$ cat config.mk
export PLATFORM = sky130hd
export DESIGN_NAME = xor_pattern_sequencer
export DESIGN_NICKNAME = d
export VERILOG_FILES = /design/src/rtl/xor_pattern_sequencer.sv
export SDC_FILE = /design/constraint.sdc
export NUM_CORES = 1
export LEC_CHECK = 0
export CAP_MARGIN = 20
export CORE_MARGIN = 2
export CORE_UTILIZATION = 30
export DETAILED_ROUTE_END_ITERATION = 16
export PLACE_DENSITY_LB_ADDON = 0.3
export SLEW_MARGIN = 20
export SYNTH_ARGS = -nofsm -noshare
export SYNTH_HDL_FRONTEND = slang
export SYNTH_SLANG_ARGS = --single-unit
$ cat constraint.sdc
create_clock -name clk -period 1.3 [get_ports clk]
set_clock_uncertainty 0.05 [all_clocks]
set_input_delay 0.26 -clock clk [delete_from_list [all_inputs] [get_ports clk]]
set_output_delay 0.26 -clock clk [all_outputs]
set_load 0.02 [all_outputs]
$ cat src/rtl/xor_pattern_sequencer.sv
// xor_pattern_sequencer: drives a quad XOR stage through its four truth-table phases and checks its outputs
//   clk      rising-edge clock
//   rst_n    asynchronous active-low reset
//   start    run request, accepted only in IDLE
//   y_in     XOR outputs {y4,y3,y2,y1}
//   op_a     first operands {d1,c1,b1,a1}
//   op_b     second operands {d2,c2,b2,a2}
//   phase    current phase 0..3, 0 outside DRIVE
//   busy     high while driving phases
//   done     one-cycle pulse at end of run
//   pass     last completed run had no mismatch
//   err_mask sticky per-lane mismatch flags
module xor_pattern_sequencer #(
    parameter int LANES         = 4,
    parameter int SETTLE_CYCLES = 2
) (
    input  logic             clk,
    input  logic             rst_n,
    input  logic             start,
    input  logic [LANES-1:0] y_in,
    output logic [LANES-1:0] op_a,
    output logic [LANES-1:0] op_b,
    output logic [1:0]       phase,
    output logic             busy,
    output logic             done,
    output logic             pass,
    output logic [LANES-1:0] err_mask
);
    localparam logic [1:0] S_IDLE  = 2'd0;
    localparam logic [1:0] S_DRIVE = 2'd1;
    localparam logic [1:0] S_DONE  = 2'd2;
    logic [1:0]       state;
    logic [7:0]       cnt;
    logic             last;
    logic [1:0]       nph;
    logic [LANES-1:0] exp_y;
    logic [LANES-1:0] err_next;
    assign last     = cnt == 8'(SETTLE_CYCLES - 1);
    assign nph      = phase + 2'd1;
    // phase bit0 selects op_a, bit1 selects op_b, so the expected XOR is their parity
    assign exp_y    = {LANES{phase[0] ^ phase[1]}};
    assign err_next = err_mask | (y_in ^ exp_y);
    always_ff @(posedge clk or negedge rst_n) begin
        if (!rst_n) begin
            state    <= S_IDLE;
            cnt      <= '0;
            phase    <= '0;
            op_a     <= '0;
            op_b     <= '0;
            busy     <= 1'b0;
            done     <= 1'b0;
            pass     <= 1'b0;
            err_mask <= '0;
        end else begin
            done <= 1'b0;
            case (state)
                S_IDLE: if (start) begin
                    state    <= S_DRIVE;
                    phase    <= '0;
                    cnt      <= '0;
                    err_mask <= '0;
                    pass     <= 1'b0;
                    busy     <= 1'b1;
                    op_a     <= '0;
                    op_b     <= '0;
                end
                S_DRIVE: if (!last) begin
                    cnt <= cnt + 8'd1;
                end else begin
                    err_mask <= err_next;
                    cnt      <= '0;
                    if (phase == 2'd3) begin
                        state <= S_DONE;
                        phase <= '0;
                        busy  <= 1'b0;
                        done  <= 1'b1;
                        pass  <= err_next == '0;
                        op_a  <= '0;
                        op_b  <= '0;
                    end else begin
                        phase <= nph;
                        op_a  <= {LANES{nph[0]}};
                        op_b  <= {LANES{nph[1]}};
                    end
                end
                default: state <= S_IDLE;
            endcase
        end
    end
endmodule

==> results_dict.tcl <==
set metrics [dict create \
    outcome "finished with violations" \
    failed_checks "negative setup slack" \
    placeableCoreArea_um2 3360 \
    detail_route.wl_per_cell_um 13.0 \
    grt_start_max_net_pins 20 \
    critical-path-top-cell-by-count "sky130_fd_sc_hd__o31ai_2" \
    cellLeakagePower_nw 0.750 \
    dr.pass1.iters 4 \
    drv_cap 0 \
    worstSkewPairLatency_ps 310 \
    ctsHtreeMaxLevel 1 \
    final_cell_mix "sky130_fd_sc_hd__buf_4, sky130_fd_sc_hd__dfrtp_1, sky130_fd_sc_hd__buf_6" \
    cts_hold_repair.buffers 0 \
    areaGrowthSynthToFinish_pct 58.3 \
    initial_utilization_pct 31.5 \
    period_needed_ps 1540 \
    post_drt_via_cell_ratio 4.80 \
    synth-warning-count 0 \
    preCtsSetupSlack_ps -520 \
    antenna_found_initial 0 \
    yosys-mux-area-fraction_pct 1.89 \
    fillCellCount 326 \
    yosys.area_share.adder_pct 3.54 \
    layout-drive-gt1-share_pct 48.4 \
    globalRouteOverflowTotal 0 \
    final_hold_viol_count 0 \
    totalPowerFinal_mw 3.83 \
    worstReg2RegStart "cnt[7]" \
    worst_slack_ps -236 \
    fmax_mhz 651 \
    drt_iter0_markers 11 \
    rsz0062_at_grt "yes" \
    synthDistinctLibCells 33 \
    hpwl_detailed_um 1800 \
    final_core_utilization_pct 49.9 \
    dr_total_vias 956 \
    cts_buffers 3 \
    critical_path_required_ps 1440 \
    timing.hold.worst.class "input pin to async pin" \
    final_max_slew_viol_count 0 \
    die_height_um 63.4 \
    via_count_of_the_first_global_routing_pass 900 \
    grtUsageTotal_pct 13.7 \
    setup_tns_ps -3220 \
    synth_simple_gate_area_share_pct 19.5 \
    grt_pass1_wl_um 4330 \
    place.port_buffers 23 \
    number_of_setup_violations_in_the_final_report 27 \
    irDropWorstVdd_uv 940 \
    antenna_cells_inserted 0 \
    post_synthesis_compound_gate_area_fraction_pct 15.8 \
    route.final.wire_length_um 2580 \
    syn-instance-count 104 \
    gp_congestion 0.766 \
    tritoncts "built" \
    numPlacedInstances 186 \
    synth_seq_cells 19 \
    timing_worst_setup_path_type "register to register" \
    synth_top_family_by_area "simple AND/OR/NAND/NOR gates" \
    worst_slew_pin_slew_ps 345 \
    worstPathCellList "nor4_4, buf_4, a31oi_4, o31ai_2, o31ai_2" \
    cellPowerDensity_nw_per_um2 2280 \
    die-area_um2 4020 \
    post_synth_instance_area_um2 1060 \
    postRouteAntennaNets 0 \
    critical_path_arrival_ps 1670 \
    die_w_um 63.4 \
    clock_tree.buffer_depth 2 \
    slew_headroom_pct 77.0 \
    num-nets-final 164 \
    postSynthNetCount 114 \
    most_common_cell_after_layout_fill_and_taps_aside "sky130_fd_sc_hd__buf_4" \
    root_buffer "sky130_fd_sc_hd__clkbuf_4" \
    cts.reportedPaths.clkPinSlew_ps 120 \
    clock_sinks 19 \
    capturing_element_type_of_the_critical_path "register" \
    critical-path-slowest-cell "sky130_fd_sc_hd__dfrtp_1" \
    drcViolationCount 0 \
    synthesis.area_per_instance_um2 10.2 \
    worst_setup_path_startpoint "cnt[7]" \
    synth_xor_xnor_area_share_pct 5.79 \
    path_max_fanout 4 \
    yosysSeqAreaShare_pct 44.9 \
    finalNonFillerCells 199 \
    row_cnt 21 \
    timing.critical_path.from_type "register" \
    cp_slowest_stage_delay_ps 430 \
    floorplan.io_pins 24 \
    final_min_period_over_clock_period_pct 118 \
]
[layer usage]
layer	global-route usage [%]	vias up	wire, um
li1	-	469	-
met5	0	-	0
met3	2.32	5	87
met1	17.9	461	1150
met2	22.2	21	1290
met4	5.71	0	51
[critical path: cells and delay by family, from the launching register on]
family	cells	cell delay (ps)
simple gates	1	260
buf+inv	1	170
flops	1	430
compound gates	3	500
[registers in the layout (all words and copies together) (netlist names)]
register,cells
err_mask,4
state,2
done,1
cnt,8
busy,1
pass,1
phase,2
[through the flow]
stage | area [um2] | hold slack [ps]
after global placement | 1480 | 442
after CTS | 1570 | 232
final | 1680 | 219
after detailed placement | 1480 | 464
after floorplan | 1090 | -85.6
after global routing | 1680 | 221
[final cells by class]
type | count | area, um2 | share of cell area [%]
Inverter | 1 | 3.75 | 0.224
Sequential cell | 19 | 478 | 28.5
Multi-Input combinational cell | 73 | 606 | 36.1
Tap cell | 46 | 57.6 | 3.43
Clock buffer | 3 | 22.5 | 1.34
Timing Repair Buffer | 56 | 505 | 30.1
Clock inverter | 1 | 5.00 | 0.298
[logic make-up (layout without fill, tap and decap cells)]
family	count (synthesis)	after routing
compound gates	24	24
xor+xnor	7	7
fa+ha+maj	3	3
buf+inv	12	61
flops	19	19
mux	2	2
simple gates	37	37
[final timing paths]
check	to	slack, ps	depth (start not counted)
max	pass	-240	5
min	cnt[7]	220	2
max reg2reg	pass	-240	5
min reg2reg	err_mask[1]	500	2
max in group asynchronous	phase[1]	750	2
min in group clk	err_mask[1]	500	2
[report_power, final]
group / internal [mW] / total (mW) / switching, mW
combinational: 1.29 / 2.47 / 1.18
sequential: 0.834 / 1.05 / 0.213
clock: 0.115 / 0.310 / 0.195
[cell usage after synthesis]
master	n	share of area [%]
sky130_fd_sc_hd__a31oi_2	1	1.2
sky130_fd_sc_hd__buf_4	8	5.7
sky130_fd_sc_hd__a21oi_1	1	0.47
sky130_fd_sc_hd__xor2_1	7	5.8
sky130_fd_sc_hd__a31oi_1	8	4.7
sky130_fd_sc_hd__and3_1	3	1.8
sky130_fd_sc_hd__nor4_1	1	0.59
sky130_fd_sc_hd__mux2i_1	2	1.9
sky130_fd_sc_hd__dfrtp_1	19	45
sky130_fd_sc_hd__or4_1	1	0.71
sky130_fd_sc_hd__and2b_1	1	0.71
sky130_fd_sc_hd__o31ai_1	2	1.4
sky130_fd_sc_hd__a41oi_1	1	0.83
sky130_fd_sc_hd__a31o_2	1	0.83
sky130_fd_sc_hd__inv_1	1	0.35
sky130_fd_sc_hd__a31o_1	1	0.83
sky130_fd_sc_hd__o21ba_2	2	1.9
sky130_fd_sc_hd__nor2_1	11	3.9
sky130_fd_sc_hd__nor2b_1	1	0.59
sky130_fd_sc_hd__nand2_1	6	2.1
sky130_fd_sc_hd__nand2_2	1	0.59
sky130_fd_sc_hd__nand3_1	2	0.94
sky130_fd_sc_hd__o21ai_0	5	2.4
sky130_fd_sc_hd__nor4_4	1	2.0
sky130_fd_sc_hd__and4_1	1	0.83
sky130_fd_sc_hd__buf_6	2	2.1
sky130_fd_sc_hd__and2_1	2	1.2
sky130_fd_sc_hd__nand4_1	4	2.4
sky130_fd_sc_hd__buf_2	1	0.47
sky130_fd_sc_hd__o22ai_1	1	0.59
sky130_fd_sc_hd__o21bai_1	1	0.71
sky130_fd_sc_hd__nand2b_1	2	1.2
sky130_fd_sc_hd__ha_1	3	3.5
[repair_timing]
action                     4_1_cts  5_1_grt
cloned                           0        0
setup endpoints to repair       34       31
pin swaps                       10        5
buffers inserted                 5        5
resized for setup               75       30
No activity file was read; power rests on OpenSTA's default activity.
